$ cat config.mk
export PLATFORM = sky130hd
export DESIGN_NAME = boruss_uart_tx_mmio
export DESIGN_NICKNAME = d
export VERILOG_FILES = /design/src/rtl/boruss_io_pkg.sv /design/src/rtl/boruss_sync_fifo.sv /design/src/rtl/boruss_uart_tx_mmio.sv
export SDC_FILE = /design/constraint.sdc
export NUM_CORES = 1
export LEC_CHECK = 0
export CELL_PAD_IN_SITES_DETAIL_PLACEMENT = 0
export CELL_PAD_IN_SITES_GLOBAL_PLACEMENT = 1
export CORE_UTILIZATION = 44
export CTS_CLUSTER_SIZE = 28
export DETAILED_ROUTE_END_ITERATION = 10
export PLACE_DENSITY_LB_ADDON = 0.1
export SLEW_MARGIN = 5
export SYNTH_ARGS = -nofsm -noshare
export SYNTH_HDL_FRONTEND = slang
export SYNTH_HIERARCHICAL = 1
export SYNTH_SLANG_ARGS = --single-unit
$ cat constraint.sdc
create_clock -name clk -period 2.7 [get_ports clk]
set_clock_uncertainty 0.1 [all_clocks]
set_input_delay 0.27 -clock clk [delete_from_list [all_inputs] [get_ports clk]]
set_output_delay 0.27 -clock clk [all_outputs]
set_load 0.01 [all_outputs]
$ cat src/rtl/boruss_io_pkg.sv
// Shared definitions for the Boruss memory-mapped IO blocks: register map,
// status/control bit positions, UART transmitter states and oversampling.
package boruss_io_pkg;

    localparam logic [1:0] REG_TXDATA   = 2'd0;
    localparam logic [1:0] REG_STATUS   = 2'd1;
    localparam logic [1:0] REG_BAUD_DIV = 2'd2;
    localparam logic [1:0] REG_CTRL     = 2'd3;

    localparam int STATUS_FULL_BIT  = 0;
    localparam int STATUS_EMPTY_BIT = 1;
    localparam int STATUS_BUSY_BIT  = 2;
    localparam int STATUS_OVF_BIT   = 3;

    localparam int CTRL_TX_EN_BIT  = 0;
    localparam int CTRL_PARITY_BIT = 1;

    localparam logic [7:0] BAUD_DIV_RESET = 8'h0F;

    localparam int OVERSAMPLE      = 16;
    localparam int OVERSAMPLE_BITS = $clog2(OVERSAMPLE);
    localparam logic [OVERSAMPLE_BITS-1:0] OVERSAMPLE_LAST = OVERSAMPLE_BITS'(OVERSAMPLE - 1);

    typedef enum logic [2:0] {
        TX_IDLE   = 3'd0,
        TX_START  = 3'd1,
        TX_DATA   = 3'd2,
        TX_PARITY = 3'd3,
        TX_STOP   = 3'd4
    } tx_state_t;

    function automatic logic [7:0] status_byte(input logic full, input logic empty,
                                               input logic busy, input logic ovf);
        status_byte                   = '0;
        status_byte[STATUS_FULL_BIT]  = full;
        status_byte[STATUS_EMPTY_BIT] = empty;
        status_byte[STATUS_BUSY_BIT]  = busy;
        status_byte[STATUS_OVF_BIT]   = ovf;
    endfunction

endpackage

$ cat src/rtl/boruss_sync_fifo.sv
// Single-clock FIFO with show-ahead read data; a push into a full FIFO is
// accepted when a pop happens in the same cycle.
module boruss_sync_fifo #(
    parameter int WIDTH = 8,
    parameter int DEPTH = 4
) (
    input  logic                     i_clk,
    input  logic                     i_rst_n,
    input  logic                     i_push,
    input  logic [WIDTH-1:0]         i_data,
    input  logic                     i_pop,
    output logic [WIDTH-1:0]         o_data,
    output logic                     o_full,
    output logic                     o_empty,
    output logic [$clog2(DEPTH):0]   o_count
);
    localparam int PW = $clog2(DEPTH);

    logic [WIDTH-1:0] r_mem [DEPTH];
    logic [PW-1:0]    r_wr_ptr;
    logic [PW-1:0]    r_rd_ptr;
    logic [PW:0]      r_count;
    logic             w_push_ok;
    logic             w_pop_ok;

    assign o_full    = (r_count == (PW+1)'(DEPTH));
    assign o_empty   = (r_count == '0);
    assign o_count   = r_count;
    assign o_data    = r_mem[r_rd_ptr];
    assign w_pop_ok  = i_pop && !o_empty;
    assign w_push_ok = i_push && (!o_full || w_pop_ok);

    // DEPTH is a power of two, so the pointers wrap by plain overflow.
    always_ff @(posedge i_clk or negedge i_rst_n) begin
        if (!i_rst_n) begin
            r_wr_ptr <= '0;
            r_rd_ptr <= '0;
            r_count  <= '0;
        end else begin
            if (w_push_ok) r_wr_ptr <= r_wr_ptr + PW'(1);
            if (w_pop_ok)  r_rd_ptr <= r_rd_ptr + PW'(1);
            case ({w_push_ok, w_pop_ok})
                2'b10:   r_count <= r_count + (PW+1)'(1);
                2'b01:   r_count <= r_count - (PW+1)'(1);
                default: r_count <= r_count;
            endcase
        end
    end

    always_ff @(posedge i_clk) begin
        if (w_push_ok) r_mem[r_wr_ptr] <= i_data;
    end

endmodule

$ cat src/rtl/boruss_uart_tx_mmio.sv
// Memory-mapped UART transmitter: four-register bus window, transmit FIFO and
// a 16x-oversampled frame generator with optional even parity.
module boruss_uart_tx_mmio
    import boruss_io_pkg::*;
#(
    parameter logic [7:0] BASE_ADDR  = 8'hF0,
    parameter int         FIFO_DEPTH = 4
) (
    input  logic       clk,
    input  logic       reset,
    input  logic [7:0] data_address,
    input  logic [7:0] data_in,
    input  logic       data_write_enable,
    input  logic       data_read_enable,
    input  logic       memory_map_select,
    output logic [7:0] data_out,
    output logic       data_out_valid,
    output logic       uart_tx,
    output logic       tx_busy
);
    localparam int CNT_W = 8 + OVERSAMPLE_BITS;
    localparam int CW    = $clog2(FIFO_DEPTH) + 1;

    logic           w_sel;
    logic           w_wr;
    logic           w_rd;
    logic [1:0]     w_offset;
    logic           w_wr_txdata;
    logic           w_fifo_pop;
    logic           w_fifo_full;
    logic           w_fifo_empty;
    logic [7:0]     w_fifo_data;
    logic [CW-1:0]  w_fifo_count;
    logic [7:0]     w_read_mux;

    logic [7:0]     r_baud_div;
    logic           r_tx_enable;
    logic           r_parity_en;
    logic           r_overflow;
    logic [7:0]     r_data_out;
    logic           r_data_out_valid;

    tx_state_t      r_state, w_state_next;
    logic [7:0]     r_shift, w_shift_next;
    logic [7:0]     r_frame_div, w_frame_div_next;
    logic           r_frame_par_en, w_frame_par_en_next;
    logic           r_parity_bit, w_parity_bit_next;
    logic           r_tx, w_tx_next;
    logic [2:0]     r_bit_idx, w_bit_idx_next;
    logic [CNT_W-1:0] r_clk_cnt, w_clk_cnt_next;
    logic           w_bit_done;
    logic           w_can_start;

    assign w_sel       = memory_map_select && (data_address[7:2] == BASE_ADDR[7:2]);
    assign w_wr        = w_sel && data_write_enable;
    assign w_rd        = w_sel && data_read_enable && !data_write_enable;
    assign w_offset    = data_address[1:0];
    assign w_wr_txdata = w_wr && (w_offset == REG_TXDATA);

    assign data_out       = r_data_out;
    assign data_out_valid = r_data_out_valid;
    assign uart_tx        = r_tx;
    assign tx_busy        = (r_state != TX_IDLE);

    boruss_sync_fifo #(
        .WIDTH (8),
        .DEPTH (FIFO_DEPTH)
    ) u_fifo (
        .i_clk   (clk),
        .i_rst_n (reset),
        .i_push  (w_wr_txdata),
        .i_data  (data_in),
        .i_pop   (w_fifo_pop),
        .o_data  (w_fifo_data),
        .o_full  (w_fifo_full),
        .o_empty (w_fifo_empty),
        .o_count (w_fifo_count)
    );

    // A dropped byte is one written while full with no pop freeing a slot.
    always_ff @(posedge clk or negedge reset) begin
        if (!reset) begin
            r_baud_div  <= BAUD_DIV_RESET;
            r_tx_enable <= 1'b0;
            r_parity_en <= 1'b0;
            r_overflow  <= 1'b0;
        end else begin
            if (w_wr && w_offset == REG_BAUD_DIV) r_baud_div <= data_in;
            if (w_wr && w_offset == REG_CTRL) begin
                r_tx_enable <= data_in[CTRL_TX_EN_BIT];
                r_parity_en <= data_in[CTRL_PARITY_BIT];
            end
            if (w_wr_txdata && w_fifo_full && !w_fifo_pop)
                r_overflow <= 1'b1;
            else if (w_wr && w_offset == REG_STATUS && data_in[STATUS_OVF_BIT])
                r_overflow <= 1'b0;
        end
    end

    always_comb begin
        w_read_mux = '0;
        case (w_offset)
            REG_STATUS:   w_read_mux = status_byte(w_fifo_full, w_fifo_empty, tx_busy, r_overflow);
            REG_BAUD_DIV: w_read_mux = r_baud_div;
            REG_CTRL: begin
                w_read_mux[CTRL_TX_EN_BIT]  = r_tx_enable;
                w_read_mux[CTRL_PARITY_BIT] = r_parity_en;
            end
            default:      w_read_mux = '0;
        endcase
    end

    always_ff @(posedge clk or negedge reset) begin
        if (!reset) begin
            r_data_out       <= 8'h00;
            r_data_out_valid <= 1'b0;
        end else begin
            if (w_rd) r_data_out <= w_read_mux;
            r_data_out_valid <= w_rd;
        end
    end

    // Bit period is (div+1)*16 clocks, i.e. the counter ends at {div, 4'hF}.
    assign w_bit_done  = (r_clk_cnt == {r_frame_div, OVERSAMPLE_LAST});
    assign w_can_start = r_tx_enable && (w_fifo_count != '0);

    always_ff @(posedge clk or negedge reset) begin
        if (!reset) begin
            r_state        <= TX_IDLE;
            r_shift        <= 8'h00;
            r_frame_div    <= 8'h00;
            r_frame_par_en <= 1'b0;
            r_parity_bit   <= 1'b0;
            r_tx           <= 1'b1;
            r_bit_idx      <= 3'd0;
            r_clk_cnt      <= '0;
        end else begin
            r_state        <= w_state_next;
            r_shift        <= w_shift_next;
            r_frame_div    <= w_frame_div_next;
            r_frame_par_en <= w_frame_par_en_next;
            r_parity_bit   <= w_parity_bit_next;
            r_tx           <= w_tx_next;
            r_bit_idx      <= w_bit_idx_next;
            r_clk_cnt      <= w_clk_cnt_next;
        end
    end

    // The line level for the next state is computed here so uart_tx is a flop.
    always_comb begin
        w_state_next        = r_state;
        w_shift_next        = r_shift;
        w_frame_div_next    = r_frame_div;
        w_frame_par_en_next = r_frame_par_en;
        w_parity_bit_next   = r_parity_bit;
        w_tx_next           = r_tx;
        w_bit_idx_next      = r_bit_idx;
        w_clk_cnt_next      = r_clk_cnt + 1'b1;
        w_fifo_pop          = 1'b0;
        case (r_state)
            TX_IDLE: begin
                w_clk_cnt_next = '0;
                w_tx_next      = 1'b1;
                if (w_can_start) begin
                    w_fifo_pop   = 1'b1;
                    w_state_next = TX_START;
                    w_tx_next    = 1'b0;
                end
            end
            TX_START: begin
                if (w_bit_done) begin
                    w_clk_cnt_next = '0;
                    w_bit_idx_next = 3'd0;
                    w_state_next   = TX_DATA;
                    w_tx_next      = r_shift[0];
                end
            end
            TX_DATA: begin
                if (w_bit_done) begin
                    w_clk_cnt_next = '0;
                    w_shift_next   = r_shift >> 1;
                    w_bit_idx_next = r_bit_idx + 3'd1;
                    if (r_bit_idx == 3'd7) begin
                        if (r_frame_par_en) begin
                            w_state_next = TX_PARITY;
                            w_tx_next    = r_parity_bit;
                        end else begin
                            w_state_next = TX_STOP;
                            w_tx_next    = 1'b1;
                        end
                    end else begin
                        w_tx_next = r_shift[1];
                    end
                end
            end
            TX_PARITY: begin
                if (w_bit_done) begin
                    w_clk_cnt_next = '0;
                    w_state_next   = TX_STOP;
                    w_tx_next      = 1'b1;
                end
            end
            TX_STOP: begin
                if (w_bit_done) begin
                    w_clk_cnt_next = '0;
                    if (w_can_start) begin
                        w_fifo_pop   = 1'b1;
                        w_state_next = TX_START;
                        w_tx_next    = 1'b0;
                    end else begin
                        w_state_next = TX_IDLE;
                        w_tx_next    = 1'b1;
                    end
                end
            end
            default: begin
                w_state_next = TX_IDLE;
                w_tx_next    = 1'b1;
            end
        endcase
        if (w_fifo_pop) begin
            w_shift_next        = w_fifo_data;
            w_frame_div_next    = r_baud_div;
            w_frame_par_en_next = r_parity_en;
            w_parity_bit_next   = ^w_fifo_data;
        end
    end

endmodule

Yosys cells after proc, flatten, opt, wreduce, memory -nomap -nowiden
Memory sizes are Yosys's and may differ from the RTL's.
Index checks and enable logic that the tools add are counted.
{"block": "op_classes", "muxes": 35, "n_addsub": 6, "n_eq_ne": 19, "n_reduce_logical": 35}
{"operator": "2-to-1 mux 3 bit", "n": 9}
{"operator": "2-to-1 mux 8 bit", "n": 3}
{"operator": "one-hot mux 12 bit (2 select lines)", "n": 1}
{"operator": "one-hot mux 3 bit (5 select lines)", "n": 1}
{"operator": "logical AND 1 bit", "n": 14}
{"operator": "2-to-1 mux 1 bit", "n": 14}
{"operator": "adder 12 x 1 -> 12 bit (second input constant)", "n": 1}
{"operator": "== test 12 bit", "n": 1}
{"operator": "2-to-1 mux 12 bit", "n": 1}
{"operator": "inequality test 2 bit (second input constant)", "n": 6}
{"operator": "one-hot mux 3 bit (2 select lines)", "n": 2}
{"operator": "one-hot mux 6 bit (2 select lines)", "n": 1}
{"operator": "nonzero test 2 bit", "n": 5}
{"operator": "== test 3 bit (second input constant)", "n": 3}
{"operator": "parity 8 bit", "n": 1}
{"operator": "adder 3 x 1 -> 3 bit (second input constant)", "n": 2}
{"operator": "== test 2 bit (second input constant)", "n": 3}
{"operator": "== test 3 x 2 -> 1 bit (second input constant)", "n": 2}
{"operator": "== test 6 bit (second input constant)", "n": 1}
{"operator": "zero test 3 bit", "n": 2}
{"operator": "one-hot mux 2 bit (3 select lines)", "n": 1}
{"operator": "AND reduction 6 bit", "n": 1}
{"operator": "nonzero test 3 bit", "n": 2}
{"operator": "one-hot mux 1 bit (5 select lines)", "n": 1}
{"operator": "12 further kinds", "n": 17}
{"block": "word_totals", "out_inout_bits": 11, "n_memories": 1, "inputBits": 21, "regBits": 64, "ramBits": 32}
{"name": "u_fifo.r_mem", "words": 4, "word_bits": 8, "read_ports": 1, "rd_ports_with_merged_regs": 0, "wr": 1, "line": "boruss_sync_fifo.sv:19", "rtl": "logic [WIDTH-1:0] r_mem [DEPTH];"}

Longest topological paths before layout
Gate-level depths: netlist of run 1.
{"block": "logic_depth", "depth_word": 10, "ltp_mapped": 15, "depth_no_buf": 14}

By module
Netlist of run 1, hierarchy kept.
{"module": "boruss_uart_tx_mmio", "area_each_um2": 2907.8, "n_inst": 1, "seq_area_each_um2": 1432.6, "cells_each": 247}
{"module": "boruss_sync_fifo", "area_each_um2": 1587.8, "n_inst": 1, "seq_area_each_um2": 1136.1, "cells_each": 80}

Least setup slack after synthesis of run 1
No wires, ideal clock.
{"block": "synth_timing", "path_kind": "flip-flop to flip-flop", "startpoint": "register r_clk_cnt[0]", "endpoint": "register u_fifo.r_count[2] (netlist: u_fifo/o_count[2])", "path_stages_with_launch": 15, "n_path_buf": 1, "slack_ps": -197, "setup_ps": 79, "arrival_ps": 2718, "period_less_slack_ps": 2897, "path_cell_list": "dfrtp_1 ha_1 nand3_1 nor4_2 and3_4 o2111ai_4 buf_6 inv_1 o31a_2 ha_1 inv_1 fa_1 xor2_1 nor2_1 xor2_1"}
{"block": "synth_between", "elab_chain_cells": 8, "word_cells_on_any_way": 10, "cone_classes": "eq/ne: 3; mux: 3; reduce/logical: 4"}
{"item": "from (decl)", "line": "boruss_uart_tx_mmio.sv:50", "rtl": "logic [CNT_W-1:0] r_clk_cnt, w_clk_cnt_next;"}
{"item": "from (signal assigned)", "line": "boruss_uart_tx_mmio.sv:145", "rtl": "r_clk_cnt <= w_clk_cnt_next;"}
{"item": "== test 12 bit *", "line": "boruss_uart_tx_mmio.sv:124", "rtl": "assign w_bit_done = (r_clk_cnt == {r_frame_div, OVERSAMPLE_LAST});"}
{"item": "2-to-1 mux 1 bit *", "line": "boruss_uart_tx_mmio.sv:204", "rtl": "if (w_bit_done) begin"}
{"item": "one-hot mux 1 bit (2 select lines) *", "line": "boruss_uart_tx_mmio.sv:160", "rtl": "case (r_state)"}
{"item": "named net w_fifo_pop", "line": "boruss_uart_tx_mmio.sv:29", "rtl": "logic w_fifo_pop;"}
{"item": "logical AND 1 bit *", "line": "boruss_sync_fifo.sv:30", "rtl": "assign w_pop_ok = i_pop && !o_empty;"}
{"item": "named net u_fifo.w_pop_ok", "line": "boruss_sync_fifo.sv:24", "rtl": "logic w_pop_ok;"}
{"item": "logical OR 1 bit", "line": "boruss_sync_fifo.sv:31", "rtl": "assign w_push_ok = i_push && (!o_full || w_pop_ok);"}
{"item": "logical AND 1 bit", "line": "boruss_sync_fifo.sv:31"}
{"item": "== test 2 x 1 -> 1 bit or == test 2 bit (tied branches)", "line": "boruss_sync_fifo.sv:42", "rtl": "case ({w_push_ok, w_pop_ok})"}
{"item": "one-hot mux 3 bit (2 select lines) or nonzero test 2 bit (tied branches)"}
{"item": "to (signal assigned)", "line": "boruss_sync_fifo.sv:43", "rtl": "2'b10: r_count <= r_count + (PW+1)'(1);"}
{"item": "to (signal assigned)", "line": "boruss_sync_fifo.sv:44", "rtl": "2'b01: r_count <= r_count - (PW+1)'(1);"}
{"item": "to (signal assigned)", "line": "boruss_sync_fifo.sv:45", "rtl": "default: r_count <= r_count;"}
{"item": "to (decl)", "line": "boruss_sync_fifo.sv:22", "rtl": "logic [PW:0] r_count;"}
Mark *: on every way through the listed nets, which the timed path passes. The rest lies on a longest branch.
A chain may end at the register's enable or synchronous reset.

Worst setup path in the final report of run 1
{"block": "layout_timing", "startpoint": "register r_frame_div[7]", "endpoint": "register u_fifo.r_count[2] (netlist: u_fifo/o_count[2])"}
{"block": "layout_between", "elab_chain_cells": 8, "word_cells_on_any_way": 10, "cone_classes": "eq/ne: 3; mux: 3; reduce/logical: 4"}
{"item": "from (decl)", "line": "boruss_uart_tx_mmio.sv:45", "rtl": "logic [7:0] r_frame_div, w_frame_div_next;"}
{"item": "from (signal assigned)", "line": "boruss_uart_tx_mmio.sv:140", "rtl": "r_frame_div <= w_frame_div_next;"}
{"item": "== test 12 bit *", "line": "boruss_uart_tx_mmio.sv:124"}
{"item": "2-to-1 mux 1 bit *", "line": "boruss_uart_tx_mmio.sv:204"}
{"item": "one-hot mux 1 bit (2 select lines) *", "line": "boruss_uart_tx_mmio.sv:160"}
{"item": "named net w_fifo_pop", "line": "boruss_uart_tx_mmio.sv:29"}
{"item": "logical AND 1 bit *", "line": "boruss_sync_fifo.sv:30"}
{"item": "named net u_fifo.w_pop_ok", "line": "boruss_sync_fifo.sv:24"}
{"item": "logical OR 1 bit", "line": "boruss_sync_fifo.sv:31"}
{"item": "logical AND 1 bit", "line": "boruss_sync_fifo.sv:31"}
{"item": "== test 2 x 1 -> 1 bit or == test 2 bit (tied branches)", "line": "boruss_sync_fifo.sv:42"}
{"item": "one-hot mux 3 bit (2 select lines) or nonzero test 2 bit (tied branches)"}
Marked as above.

==> metrics.md, run 1 <==
| Metric | Value |
|---|---|
| Status | complete, no violations |
| Part of the cycle the worst path needs | between 90% and 100% |
| Final wirelength | between 8000 and 9000 um |
| Clk Latency, worst-skew pair | 0.36 ns |
| Seq pwr share | 49.0% |
| MaxCap Viol Count | 0 |
| Tightest Hold Check Type | primary input to async pin |
| # diodes | 0 |
| Critical-path maximum fanout | 3 |
| Die area | 0.0106 mm^2 |
| P_int | between 0.002 and 0.0025 W |
| Die H | just over 100 um |
| Share of cells above drive strength 1 | between 20% and 30% |
| Clock sink count | 96 |
| Port-buffer cells | 31 |
| Critical path endpoint category | flip-flop |
| PnR Total Power | approximately 0.0035 W |
| Synth Register Bits | 96 |
| Capturing point of the worst reg2reg path | u_fifo/o_count[2]$_DFFE_PN0P_ |
| FP Rows | 36 |
| Synth-to-layout area growth | 18.6% |
| Via-per-instance ratio | 5.12 |
| Bufs on Longest Clock Path | 2 |
| Area leader, netlist | dfrtp_1 |
| Switching share of power | between 20 and 30% |
| Synth Cell Area | roughly 0.0045 mm^2 |
| Total grt overflow | 0 |
| Core region area | 0.00982 mm^2 |
| Fraction of registers with async set/reset | 66.7% |
| Final Max Slew Viols | 0 |
| Worst slew pin tran | between 0.5 and 0.6 ns |
| Critical Path Source Type | flip-flop |
| Minimum clock period | roughly 2.6 ns |
| Largest net degree at the start of global routing | between 40 and 50 |
| Req. time, crit path | 2.90 ns |
| Finish-stage setup viols | 0 |
| Slack of the critical path | roughly 0.12 ns |
| Mapped Nets | between 300 and 400 |
| Max Clock Freq | 0.387 GHz |
| Register Area | between 0.002 and 0.003 mm^2 |
| Initial drt markers | about 120 |
| Antenna violations before repair | 0 |
| Sequential fraction of the synthesis area | 57.1% |
| HPWL Detailed | between 6000 and 7000 um |
| R2R Setup Slk | approximately 0.12 ns |
| Via count | approximately 2600 |
| Final GP Congestion | between 0.7 and 0.8 |
| Vias in the first global route | roughly 2600 |
| CP Data Arrival Time | roughly 2.8 ns |
| Synth unique cells | 49 |
| First-pass GRT wire length | between 10000 and 15000 um |
| Clk pwr share | between 20% and 30% |
| DP Worst Slack | 0.0465 ns |
| CTS Buf Count | 9 |
| Max-slew headroom | 60.4% |
| Power share of the combinational group | 24.3% |
| Nets@finish | around 410 |
| Average size of a mapped cell | approximately 14 um^2 |
| Post-DR wirelength/cell | 16.0 um |
| Final ANT Viol Nets | 0 |
| Final instance area | between 0.005 and 0.006 mm^2 |
| Crit path kind | flip-flop to flip-flop |
| Post-synth EDFFs | 32 |
| H-tree levels | 3 |
| GRT Util Overall | about 17% |
| Clock-pin slew on the worst setup and hold paths | ~0.11 ns |
| DRC | 0 |
| Post-Synthesis Cells | 327 |
| Drt pass-1 iters | 4 |
| PD cells | 655 mW/mm^2 |
| Worst Reg-to-Reg Cells | 12 |
| Top_reg_cell synth | dfrtp_1 |
| Yosys warns | 6 |
| FILL cells | just under 900 |
| Final Hold Fails | 0 |
| TritonCTS clock tree | yes |
| IO Pins | 32 |
| Die extent in x | just over 100 um |
| LEAKAGE | roughly 2.4 nW |
| Starting Density | between 40 and 50% |
| Multi-input gate area | 0.00185 mm^2 |
| Critical R2R Launch | r_frame_div[7]$_DFFE_PN0N_ |
| Worst VDD drop | approximately 0.47 mV |
| RSZ-0062 raised after global routing | true |
| NetSw | ~0.0010 W |
| CTS Root Cell | clkbuf_8 |
| Final core utilization | between 50% and 60% |
| Area share of the largest cell type after synthesis | between 30% and 40% |
| Synth area leaders | dfrtp_1 (33%), edfxtp_1 (21%), mux2_4 (5.7%) |
| Post-Place Cell Area | 0.00509 mm^2 |
worst max-delay path: stages (launching register included):
cell and delay, ns:
dfrtp_1 0.40, xor2_1 0.19, nor4_4 0.30, and3_4 0.25, o2111ai_4 0.14, inv_4 0.10
o31a_4 0.16, ha_4 0.13, inv_1 0.04, fa_2 0.32, xor2_1 0.14, nor2_1 0.10
xor2_1 0.14
timing repair:
item	in CTS	in global routing
resized for setup	0	1
hold buffers	1	0
hold endpoints to repair	22	0
setup endpoints to repair	0	1
buffers inserted	0	3
how the worst max path moves through the flow:
| stage | from | endpoint | slack, ns | depth (start not counted) |
|---|---|---|---|---|
| after global routing | r_frame_div[7]$_DFFE_PN0N_ | u_fifo/o_count[2]$_DFFE_PN0P_ | -0.04 | 12 |
| after floorplan | r_clk_cnt[0]$_DFF_PN0_ | u_fifo/o_count[2]$_DFFE_PN0P_ | -0.09 | 14 |
| after detailed placement | r_clk_cnt[1]$_DFF_PN0_ | u_fifo/o_count[2]$_DFFE_PN0P_ | 0.05 | 13 |
| after CTS | r_clk_cnt[1]$_DFF_PN0_ | u_fifo/o_count[2]$_DFFE_PN0P_ | 0.04 | 13 |
| after global placement | memory_map_select | u_fifo/o_count[2]$_DFFE_PN0P_ | 0.08 | 12 |
| final | r_frame_div[7]$_DFFE_PN0N_ | u_fifo/o_count[2]$_DFFE_PN0P_ | 0.12 | 12 |
cell families (layout without fill, tap and decap cells):
group                      count (synthesis)  in the layout  synth area share, %
DFF                                       96             96                 57.1
and+or+nand+nor                           82             82                 9.74
muxes                                     46             46                 14.9
xor gates and xnor gates                  31             31                 6.04
AOI/OAI and AO/OA                         30             30                 5.20
buffers and inverters                     27             84                 2.70
adders and majority gates                 15             15                 4.29
metal layers:
metal	wire [um]	vias to the layer above	track usage (%)
met5	0	-	0
met4	84	0	4.23
met3	204	10	3.66
met2	3940	37	26.3
met1	4050	1322	25.7
li1	-	1279	-
synthesized netlist by cell type (3+ instances only):
library cell  count
xor2_1           20
a21oi_1           4
mux2_4           17
xnor2_1          11
mux4_2            8
o21ai_0          10
inv_1            16
clkbuf_1          4
and3_1            3
edfxtp_1         32
ha_1             13
dfstp_2           5
nand2_1          23
and2_2            4
nand3_1          12
nand3b_1          4
nor2_1           17
a22o_1            4
buf_2             4
mux2_2           19
dfrtp_1          59
layout make-up:
cell class              count  area share, %
clock inverters             7           1.53
inverters                  16           1.17
clock buffers               9           2.32
well taps                 133           3.12
flip-flops and latches     96           48.2
repair buffers             52           8.97
multi-input cells         204           34.7
metrics by stage:
step | TNS, ns | hold WS [ns] | cells
after floorplan | -0.0915 | -0.126 | 327
after global placement | 0 | 0.207 | 497
after detailed placement | 0 | 0.208 | 497
after CTS | 0 | 0.351 | 514
after global routing | -0.0424 | 0.390 | 517
final | 0 | 0.342 | 517
registers in the layout, summed over array words and instances (netlist names), 2 cells and up:
| name | cells |
|---|---|
| data_out | 8 |
| r_baud_div | 8 |
| r_bit_idx | 3 |
| r_clk_cnt | 12 |
| r_frame_div | 8 |
| r_shift | 8 |
| r_state | 3 |
| u_fifo/o_count | 3 |
| u_fifo/r_mem | 32 |
| u_fifo/r_rd_ptr | 2 |
| u_fifo/r_wr_ptr | 2 |
cells in the final DEF (no fill, tap or decap), types with 3 or more instances in the layout:
cell and instances:
clkbuf_8 9, nand3_1 11, nand3b_1 4, and3_1 3
edfxtp_1 32, a22o_1 4, mux2_2 19, xnor2_1 11
a21oi_1 4, xor2_1 20, dfrtp_1 59, mux4_2 8
clkdlybuf4s50_1 30, o21ai_0 10, dfstp_2 5, inv_1 14
nand2_1 23, mux2_4 17, and2_2 4, ha_1 11
nor2_1 17, buf_4 19
power by group through the flow:
stage | sequential (W) | clock [W] | combinational [W]
2_1_floorplan | 0.00172 | 0 | 0.000588
3_3_place_gp | 0.00174 | 0 | 0.000842
3_5_place_dp | 0.00174 | 0 | 0.000851
4_1_cts | 0.00171 | 0.000974 | 0.000854
5_1_grt | 0.00173 | 0.00103 | 0.000945
6_report | 0.00171 | 0.000933 | 0.000848
Power figures use the tool's default switching activity.
==> run 2: changes to the inputs <==
--- a/config.mk
+++ b/config.mk
@@ -10,6 +10,7 @@
 export CORE_UTILIZATION = 44
 export CTS_CLUSTER_SIZE = 28
 export DETAILED_ROUTE_END_ITERATION = 10
+export GPL_TIMING_DRIVEN = 0
 export PLACE_DENSITY_LB_ADDON = 0.1
 export SLEW_MARGIN = 5
 export SYNTH_ARGS = -nofsm -noshare
==> run 2 against run 1 <==
  * The run now ends with setup timing left
  * Total power down 3.6%
  * Die area unchanged
  * Sequential power about the same
  * Non-clock buffer count up 6
  * Worst setup slack worse by 0.18 ns
  * Count of clock-buffer cells in the layout unchanged
  * Wire length up 3.8%
  * Fmax down 6.4%
  * Flip-flop and latch count unchanged
  * Critical path type unchanged
==> metrics.md, run 2 (synthesized netlist as in run 1, its figures left out) <==
| Metric | Value |
|---|---|
| CP Data Arrival Time | between 2 and 3 ns |
| Vias in the first global route | ~2800 |
| Drt pass-1 iters | 4 |
| Share of cells above drive strength 1 | ~28% |
| Initial drt markers | 130 |
| CTS Root Cell | clkbuf_8 |
| Synth-to-layout area growth | 19.2% |
| Die extent in x | between 100 and 150 um |
| RSZ-0062 raised after global routing | true |
| First-pass GRT wire length | roughly 14000 um |
| Commonest non-fill, non-tap cell in the layout | dfrtp_1 |
| Tightest Hold Check Type | flip-flop to flip-flop |
| Worst VDD drop | ~0.36 mV |
| Core region area | approximately 0.01 mm^2 |
| Crit path kind | flip-flop to flip-flop |
| Slack of the critical path | -0.0623 ns |
| FILL cells | around 910 |
| MaxCap Viol Count | 0 |
| Post-Place Cell Area | ~0.0050 mm^2 |
| Post-DR wirelength/cell | about 16 um |
| Minimum clock period | 2.76 ns |
| FP Rows | 36 |
| Via-per-instance ratio | between 5 and 6 |
| Final wirelength | approximately 8600 um |
| Max-slew headroom | around 45% |
| Failing checks | setup timing |
| Number of flip-flops in the largest register | 32 |
| Clock sink count | between 90 and 100 |
| CTS Buf Count | 9 |
| Total grt overflow | 0 |
| Hold_ws | ~0.38 ns |
| Max Clock Freq | approximately 0.36 GHz |
| # diodes | 0 |
| Final core utilization | 54.6% |
| Via count | between 2000 and 3000 |
| Top reg by flops | u_fifo/r_mem |
| Req. time, crit path | 2.89 ns |
| Final Max Slew Viols | 0 |
| DP Worst Slack | -0.338 ns |
| Critical path endpoint category | flip-flop |
| Final ANT Viol Nets | 0 |
| Largest net degree at the start of global routing | 65 |
| Critical-path maximum fanout | 2 |
| Status | complete, but fails checks |
| Final GP Congestion | roughly 0.76 |
| Final Hold Fails | 0 |
| Antenna violations before repair | 0 |
| LEAKAGE | approximately 2.3 nW |
| Most frequent cells in the layout | dfrtp_1 (57), edfxtp_1 (32), clkdlybuf4s50_1 (30) |
| Part of the cycle the worst path needs | 102% |
| Critical Path Source Type | flip-flop |
| Bufs on Longest Clock Path | 2 |
| Worst slew pin tran | a little over 0.8 ns |
| H-tree levels | 3 |
| Starting Density | 45.8% |
| Top Registers | u_fifo/r_mem: 32 flops, r_clk_cnt: 12 flops |
| IO Pins | 32 |
| Die area | roughly 0.011 mm^2 |
| Final instance area | about 0.0054 mm^2 |
| PD cells | between 600 and 700 mW/mm^2 |
| Nets@finish | 420 |
| Clock-pin slew on the worst setup and hold paths | 0.09 ns |
| GRT Util Overall | 18.4% |
| HPWL Detailed | between 5000 and 6000 um |
| Clk Latency, worst-skew pair | between 0.3 and 0.4 ns |
| Die H | between 100 and 150 um |
| Finish-stage setup viols | 1 |
| TritonCTS clock tree | yes |
| Port-buffer cells | 31 |
| DRC | 0 |
==> run 2: stage by stage <==
| step | power, W | instances | TNS, ns |
|---|---|---|---|
| finish | 0.00337 | 523 | -0.0623 |
| global route | 0.00359 | 523 | -0.307 |
| CTS | 0.00341 | 517 | -0.0590 |
| detailed placement | 0.00254 | 491 | -0.582 |
| global placement | 0.00252 | 491 | -59.08 |
| floorplan | 0.00231 | 327 | -0.0915 |
==> run 2: worst paths after layout <==
kind,from,cells past startpoint,to,slack [ns]
setup / recovery,r_frame_div[7]$_DFFE_PN0N_,13,u_fifo/o_count[2]$_DFFE_PN0P_,-0.06
hold / removal,data_out[5]$_DFFE_PN0P_,2,data_out[5]$_DFFE_PN0P_,0.38
setup reg to reg,r_frame_div[7]$_DFFE_PN0N_,13,u_fifo/o_count[2]$_DFFE_PN0P_,-0.06
hold reg to reg,data_out[5]$_DFFE_PN0P_,2,data_out[5]$_DFFE_PN0P_,0.38
max in group asynchronous,reset,2,r_clk_cnt[7]$_DFF_PN0_,1.48
min in group asynchronous,reset,2,r_clk_cnt[0]$_DFF_PN0_,0.45
==> run 2: report_power, final <==
| part | internal (W) | switching [W] | leakage, nW |
|---|---|---|---|
| combinational | 0.000435 | 0.000389 | 1.12 |
| sequential | 0.00162 | 0.0000793 | 1.14 |
| clock | 0.000335 | 0.000506 | 0.0906 |
| total | 0.00239 | 0.000975 | 2.35 |
==> run 2: area by class of cell <==
| type | count | area, um^2 | area share (%) |
|---|---|---|---|
| buffer | 11 | 70.1 | 1.31 |
| inverter | 16 | 75.1 | 1.40 |
| multi-input combinational | 204 | 1870 | 34.9 |
| sequential | 96 | 2570 | 48.0 |
| clock inverter | 7 | 48.8 | 0.911 |
| tap | 133 | 166 | 3.11 |
| timing repair buffer | 47 | 430 | 8.03 |
| clock buffer | 9 | 124 | 2.31 |
==> run 2: metal layers <==
metal / track usage (%) / routed length, um / vias up
met5: 0 / 0 / -
met4: 5.53 / 72 / 0
met3: 4.75 / 319 / 5
met2: 29.3 / 4090 / 45
met1: 24.9 / 4120 / 1351
li1: - / - / 1288
==> run 2: worst max-delay path, cell delays in order (launching register included) <==
cell	delay (ns)
dfrtp_1	0.42
xor2_2	0.20
nor4_4	0.31
and3_4	0.25
o2111ai_4	0.15
buf_12	0.19
clkinv_8	0.04
o31a_4	0.14
ha_4	0.13
inv_2	0.03
fa_2	0.32
xor2_1	0.14
nor2_1	0.11
xor2_1	0.15
==> run 2: timing repair <==
action,CTS,global route
hold buffers,1,0
resized for setup,6,6
setup endpoints to repair,12,2
setup buffers,9,6
endpoints found under the hold margin,59,0
pin swaps,6,2
